File: src/rtl/fetch_sequencer_pkg.sv
// Shared types for the fetch sequencer: FSM states, opcode constants, instruction fields.
// ST_ERROR is present only when SEQ_WATCHDOG_EN is defined.
package fetch_sequencer_pkg;

    typedef enum logic [2:0] {
        ST_IDLE    = 3'd0,
        ST_FETCH   = 3'd1,
        ST_DECODE  = 3'd2,
        ST_EXEC    = 3'd3,
        ST_ADVANCE = 3'd4,
        ST_HALT    = 3'd5
`ifdef SEQ_WATCHDOG_EN
        , ST_ERROR = 3'd6
`endif
    } state_t;

    localparam int OPC_MSB = 7;
    localparam int OPC_LSB = 4;
    localparam int OPR_MSB = 3;
    localparam int OPR_LSB = 0;

    localparam logic [3:0] OP_NOP = 4'h0;
    localparam logic [3:0] OP_LDA = 4'h1;
    localparam logic [3:0] OP_ADD = 4'h2;
    localparam logic [3:0] OP_SUB = 4'h3;
    localparam logic [3:0] OP_STA = 4'h4;
    localparam logic [3:0] OP_JMP = 4'h5;
    localparam logic [3:0] OP_OUT = 4'hE;
    localparam logic [3:0] OP_HLT = 4'hF;

    function automatic logic [3:0] instr_opcode(input logic [7:0] instr);
        return instr[OPC_MSB:OPC_LSB];
    endfunction

    function automatic logic [3:0] instr_operand(input logic [7:0] instr);
        return instr[OPR_MSB:OPR_LSB];
    endfunction

endpackage

File: src/rtl/seq_watchdog.sv
// Wait-cycle watchdog for the fetch sequencer; only instantiated when SEQ_WATCHDOG_EN is defined.
// expired fires during the LIMIT-th consecutive waiting cycle, so the caller leaves on that edge.
module seq_watchdog #(
    parameter int LIMIT = 15
) (
    input  logic clk,
    input  logic rst,
    input  logic clear,
    input  logic tick,
    output logic expired
);

    localparam logic [7:0] LAST = 8'(LIMIT - 1);

    logic [7:0] count;

    always_ff @(posedge clk) begin
        if (rst || clear) begin
            count <= 8'h00;
        end else if (tick && count != 8'hFF) begin
            count <= count + 8'h01;
        end
    end

    assign expired = tick && (count >= LAST);

endmodule

File: src/rtl/fetch_sequencer.sv
// Instruction fetch/decode/advance sequencer: FETCH -> DECODE -> EXEC -> ADVANCE, HLT parks in HALT.
// Define SEQ_WATCHDOG_EN to add a wait watchdog that traps stalled FETCH/ADVANCE into ERROR.
module fetch_sequencer
    import fetch_sequencer_pkg::*;
#(
    parameter int WD_LIMIT = 15
) (
    input  logic       clk,
    input  logic       rst,
    input  logic       run,
    input  logic [7:0] pc_addr,
    output logic       pc_en,
    input  logic       pc_ack,
    output logic       mem_req,
    output logic [7:0] mem_addr,
    input  logic       mem_valid,
    input  logic [7:0] mem_data,
    output logic       instr_valid,
    output logic [3:0] opcode,
    output logic [3:0] operand,
    input  logic       exec_done,
    output logic       busy,
    output logic       halted,
    output logic       error,
    output logic [2:0] state_dbg
);

    // Handshakes: mem_req/mem_valid and pc_en/pc_ack complete on the rising edge where both are 1;
    // the requester holds its request until then and drops it on that same edge.
    state_t state;

    // The program counter is passed straight through so a fetch always sees its latest value.
    assign mem_addr  = mem_req ? pc_addr : 8'h00;
    assign state_dbg = state;

`ifdef SEQ_WATCHDOG_EN
    logic wd_tick;
    logic wd_expired;

    assign wd_tick = (state == ST_FETCH && !mem_valid) || (state == ST_ADVANCE && !pc_ack);

    seq_watchdog #(
        .LIMIT(WD_LIMIT)
    ) u_watchdog (
        .clk    (clk),
        .rst    (rst),
        .clear  (!wd_tick),
        .tick   (wd_tick),
        .expired(wd_expired)
    );
`else
    assign error = 1'b0;

    // Limit is meaningless without the watchdog; the block below only documents an illegal value.
    if (WD_LIMIT < 1 || WD_LIMIT > 255) begin : g_wd_limit_out_of_range
    end
`endif

    always_ff @(posedge clk) begin
        if (rst) begin
            state       <= ST_IDLE;
            pc_en       <= 1'b0;
            mem_req     <= 1'b0;
            instr_valid <= 1'b0;
            busy        <= 1'b0;
            halted      <= 1'b0;
            opcode      <= 4'h0;
            operand     <= 4'h0;
`ifdef SEQ_WATCHDOG_EN
            error       <= 1'b0;
`endif
        end else begin
            instr_valid <= 1'b0;
            case (state)
                ST_IDLE: begin
                    if (run) begin
                        mem_req <= 1'b1;
                        busy    <= 1'b1;
                        state   <= ST_FETCH;
                    end
                end
                ST_FETCH: begin
                    if (mem_valid) begin
                        opcode  <= instr_opcode(mem_data);
                        operand <= instr_operand(mem_data);
                        mem_req <= 1'b0;
                        state   <= ST_DECODE;
                    end
`ifdef SEQ_WATCHDOG_EN
                    else if (wd_expired) begin
                        mem_req <= 1'b0;
                        error   <= 1'b1;
                        state   <= ST_ERROR;
                    end
`endif
                end
                ST_DECODE: begin
                    if (opcode == OP_HLT) begin
                        busy   <= 1'b0;
                        halted <= 1'b1;
                        state  <= ST_HALT;
                    end else begin
                        instr_valid <= 1'b1;
                        state       <= ST_EXEC;
                    end
                end
                ST_EXEC: begin
                    if (exec_done) begin
                        pc_en <= 1'b1;
                        state <= ST_ADVANCE;
                    end
                end
                ST_ADVANCE: begin
                    if (pc_ack) begin
                        pc_en <= 1'b0;
                        if (run) begin
                            mem_req <= 1'b1;
                            state   <= ST_FETCH;
                        end else begin
                            busy  <= 1'b0;
                            state <= ST_IDLE;
                        end
                    end
`ifdef SEQ_WATCHDOG_EN
                    else if (wd_expired) begin
                        pc_en <= 1'b0;
                        error <= 1'b1;
                        state <= ST_ERROR;
                    end
`endif
                end
                ST_HALT: begin
                end
`ifdef SEQ_WATCHDOG_EN
                ST_ERROR: begin
                end
`endif
                default: begin
                    pc_en   <= 1'b0;
                    mem_req <= 1'b0;
                    busy    <= 1'b0;
                    halted  <= 1'b0;
                    state   <= ST_IDLE;
                end
            endcase
        end
    end

endmodule

File: config.mk
export PLATFORM = sky130hd
export DESIGN_NAME = fetch_sequencer
export DESIGN_NICKNAME = d
export VERILOG_FILES = /design/src/rtl/fetch_sequencer_pkg.sv /design/src/rtl/seq_watchdog.sv /design/src/rtl/fetch_sequencer.sv
export SDC_FILE = /design/constraint.sdc
export NUM_CORES = 1
export LEC_CHECK = 0
export BUFFER_PORTS_ARGS = -buffer_cell sky130_fd_sc_hd__buf_2
export CORE_MARGIN = 2
export CORE_UTILIZATION = 37
export CTS_CLUSTER_SIZE = 28
export DETAILED_ROUTE_END_ITERATION = 12
export PLACE_DENSITY_LB_ADDON = 0.1
export REMOVE_ABC_BUFFERS = 1
export SYNTH_ARGS = -nofsm -noshare
export SYNTH_HDL_FRONTEND = slang
export SYNTH_SLANG_ARGS = --single-unit
File: constraint.sdc
create_clock -name clk -period 1.1 [get_ports clk]
set_input_delay 0.22 -clock clk [delete_from_list [all_inputs] [get_ports clk]]
set_output_delay 0.22 -clock clk [all_outputs]
set_load 0.1 [all_outputs]
# Word level (Yosys, flattened, before mapping)
# Index checks and enable logic that the tools add are counted.
[classes]
n_eq_ne = 12
n_mux = 23
bitwise_logic = 6
reduce_logical = 12
[op_table]
columns = ["cell", "count"]
rows = [
  ["$pmux 3 s6", 1],
  ["$mux 3", 5],
  ["$mux 1", 12],
  ["$ne 2x2->1 const B", 6],
  ["$reduce_and 5->1", 2],
  ["$mux 8", 1],
  ["$pmux 1 s4", 2],
  ["$eq 3x2->1 const B", 2],
  ["$eq 3x3->1 const B", 2],
  ["$not 1->1", 6],
  ["$reduce_and 3->1", 2],
  ["$reduce_or 3->1", 2],
  ["$reduce_or 5->1", 1],
  ["$eq 4x4->1 const B", 1],
  ["$reduce_and 2->1", 2],
  ["$reduce_or 4->1", 1],
  ["$eq 3x1->1 const B", 1],
  ["$logic_not 3->1", 1],
  ["$pmux 1 s3", 1],
  ["$pmux 1 s2", 1],
  ["$reduce_or 2->1", 1],
]
[totals]
ff_bits = 16
in_bits = 22
output_inout_bits = 25
word_cells = 61

# Longest topological paths before layout
[logic_depth]
depth_word = 4
ltp_mapped = 4
ltp_nobuf = 3

# Worst setup path after synthesis
# Ideal clock, no wire load.
[synth_timing]
kind = "reg2out"
start = "register mem_req"
end = "output port mem_addr[0]"
t_arrival_ps = 1898
t_required_ps = 880
setup_slack_ps = -1018
path_stages_with_launch = 2
n_path_buf = 0
cell_sequence = "dfxtp_1 and2_1"
[synth_via]
elab_chain_cells = 1
[synth_lines]
columns = ["element", "line", "rtl"]
rows = [
  ["start: declaration", "fetch_sequencer.sv:14", "output logic mem_req,"],
  ["start signal: assignment", "fetch_sequencer.sv:63", "mem_req <= 1'b0;"],
  ["start signal: assignment", "fetch_sequencer.sv:77", "mem_req <= 1'b1;"],
  ["start signal: assignment", "fetch_sequencer.sv:86", "mem_req <= 1'b0;"],
  ["$mux 8", "fetch_sequencer.sv:33", "assign mem_addr = mem_req ? pc_addr : 8'h00;"],
  ["end: declaration", "fetch_sequencer.sv:15", "output logic [7:0] mem_addr,"],
]
# No other way between the ends.

# Worst setup path in the final report
[layout_timing]
start = "register state[2], in the netlist state_dbg[2]"
end = "register operand[3]"
[layout_via]
elab_chain_cells = 2
[layout_lines]
columns = ["element", "line", "rtl"]
rows = [
  ["start: declaration", "fetch_sequencer.sv:30", "state_t state;"],
  ["start signal: assignment", "fetch_sequencer.sv:61", "state <= ST_IDLE;"],
  ["start signal: assignment", "fetch_sequencer.sv:79", "state <= ST_FETCH;"],
  ["start signal: assignment", "fetch_sequencer.sv:87", "state <= ST_DECODE;"],
  ["$eq 3x1->1", "fetch_sequencer.sv:74", "case (state)"],
  ["$reduce_and 2->1 (no source line)", "n/a", ""],
  ["end signal: assignment", "fetch_sequencer.sv:85", "operand <= instr_operand(mem_data);"],
  ["end: declaration", "fetch_sequencer.sv:20", "output logic [3:0] operand,"],
]
# No other way between the ends.
# A chain may end at the register's enable or synchronous reset.

==> run metrics <==
cells after synthesis 86; DRC viols 0; Max Cap Violations 0; final net count approximately 180; Pwr Density 1140 mW/mm^2; Period Utilization, post-route 1.22; Vias/cell 5.50; # diodes 0; first-pass GRT wire length 4690 um; commonest non-fill, non-tap cell in the layout buf_12; Placed Cells roughly 170; Finished Cell Area 0.00174 mm^2; Int Pwr between 0.001 and 0.0015 W; CP arrival 1.52 ns; clock slew at reported path FFs 0.10 ns; CTS tree done; I/O Pins 47; FMAX between 0.7 and 0.8 GHz; row count 16; Synth top area share 0.406; failing checks setup timing; clk buf depth 2; max-slew violations 0; startpoint types flip-flop; Die Y around 50 um; status finished, violations left; register area 348 um^2; Post-Route WL roughly 3300 um; YS warnings 0; PortBufs 45; synthesized cell area between 700 and 800 um^2; Switch Pwr 0.000833 W; TritonRoute pass-1 iters 4; antenna violations before repair 0; Final Hold Fails 0; die area 0.00252 mm^2; DP HPWL 1930 um; Lkg Pwr between 0.7 and 0.8 nW; peak fanout along the critical path 4; layout cells sized above 1 0.709; CTS Buf Count 3; Layout Cells excl Fill 178; core area between 0.0015 and 0.002 mm^2; post-synthesis average cell area between 9 and 10 um^2; Hold Crit Class in -> reg; Overflow after GRT 0; RSZ-0062 raised after global routing true; WS Path Type reg -> reg; overall die width 50.2 um; Critical Path Sink Type flip-flop; Starting Density 0.398; Crit-path slowest cell dfxtp_4; Post-DP Area 0.00150 mm^2; Critical Path RT 1.28 ns; Antenna Nets Post-Route 0; initial drt markers 42; clock root buffer clkbuf_4; vias in the first global route 1,029; CTS Sinks 16; Yosys top cell by area dfxtp_1; most frequent cells in the layout buf_12 (24), buf_2 (21), buf_4 (13); crit path cell chain nor4bb_4 > buf_4 > mux2i_1 > nor2_1; htree depth 1; Comb power frac 0.506; footprint of the multi-input gates about 530 um^2; final setup violating endpoints 30; CP bufs+invs 1; Yosys cell types 33; cts hold-fix bufs 0; skew final ~0.0025 ns; Layout area overhead 120%; Vias between 900 and 1,000; minimum clock period 1.34 ns; GRT Util Overall 0.245; final core occ 0.876; Peak VDD IR 0.975 mV; clk_lat worst skew about 0.29 ns; Layout fillers 93; #FFs+latches synth 16; post-synthesis sequential area ratio 0.406; Worst path max stage delay 0.38 ns; net switching fraction of the power 0.419; register share of total power 0.331; CP top delay family simple AND/OR/NAND/NOR gates; top post-synthesis cells by area dfxtp_1 (41%), mux2i_1 (11%), and2_1 (7.1%); PnR worst setup slack -0.244 ns; DR WL/cell 18.7 um; gpl congestion between 0.8 and 0.9; proportion of power drawn by the clock network 0.163; largest net degree at the start of global routing 11
## repair_timing
| item | in CTS | in global routing |
|---|---|---|
| setup endpoints to repair | 30 | 35 |
| pin swaps | 4 | 9 |
| cloned | 0 | 0 |
| setup buffers | 4 | 2 |
| gates resized for setup | 35 | 16 |
## stage by stage
step | hold WS, ns | TNS (ns) | worst slack, ns | power [W]
final | 0.162 | -3.57 | -0.244 | 0.00199
after global routing | 0.157 | -4.86 | -0.280 | 0.00205
after CTS | 0.157 | -2.86 | -0.142 | 0.00191
after detailed placement | 0.467 | -1.78 | -0.209 | 0.00153
after global placement | 0.451 | -0.985 | -0.120 | 0.00151
after floorplan | 0.289 | -29.90 | -1.78 | 0.00116
## worst reg2reg max path, cell delays in order, from the launching register on
cell and delay [ns]:
dfxtp_4 0.38, nor4bb_4 0.34, buf_4 0.20, mux2i_1 0.25, nor2_1 0.08
## power by group through the flow
stage | registers (W) | clock network (W) | logic, W
2_1_floorplan | 0.000888 | 0 | 0.000273
3_3_place_gp | 0.000656 | 0 | 0.000858
3_5_place_dp | 0.000658 | 0 | 0.000871
4_1_cts | 0.000652 | 0.000312 | 0.000947
5_1_grt | 0.000663 | 0.000357 | 0.00103
6_report | 0.000658 | 0.000324 | 0.00101
## worst paths after layout
kind	start	end	slack (ns)	cells after the start
max	state_dbg[2]	operand[3]	-0.24	4
min reg2reg	halted	halted	0.52	1
min	mem_data[0]	operand[0]	0.16	3
max reg2reg	state_dbg[2]	operand[3]	-0.24	4
## flip-flops by register name, summed over array words and instances, names as in the netlist
name and flops:
busy 1, halted 1, instr_valid 1, mem_req 1, opcode 4, operand 4, pc_en 1, state_dbg 3
## cells by family after synthesis
logic type,Yosys count,share of synthesized area
compound gates,13,0.124
buf+inv,7,0.0555
flops,16,0.406
mux,9,0.114
other cells,1,0.00475
simple gates,40,0.296
## synth_stat cells (all sizes together)
cell type / n
inv: 1
dfxtp: 16
nand2b: 2
o21ai: 3
a31oi: 1
a21o: 1
nand4b: 1
nand4: 1
and3: 1
o32ai: 1
nor4: 1
mux2i: 9
nor4bb: 1
nor3b: 3
nor2: 11
nand2: 3
o21a: 1
conb: 1
a21bo: 1
nor4b: 1
a21oi: 2
a31o: 1
buf: 5
or4b: 1
clkbuf: 1
and2: 9
or2: 1
nor2b: 2
nand3b: 2
a211oi: 1
a41oi: 1
## layer usage
| metal | GRT usage | vias to the layer above | part of all wire |
|---|---|---|---|
| met1 | 0.258 | 451 | 0.36 |
| met5 | 0 | - | 0 |
| met4 | 0.116 | 0 | 0.032 |
| li1 | - | 431 | - |
| met2 | 0.450 | 80 | 0.51 |
| met3 | 0.0595 | 17 | 0.099 |
## cell type report
type | count | share of cell area
clock buffer | 3 | 0.0130
multi-input combinational | 63 | 0.305
sequential | 16 | 0.200
inverter | 1 | 0.00216
tap | 27 | 0.0195
timing repair buffer | 68 | 0.460
No activity file was read; power rests on OpenSTA's default activity.
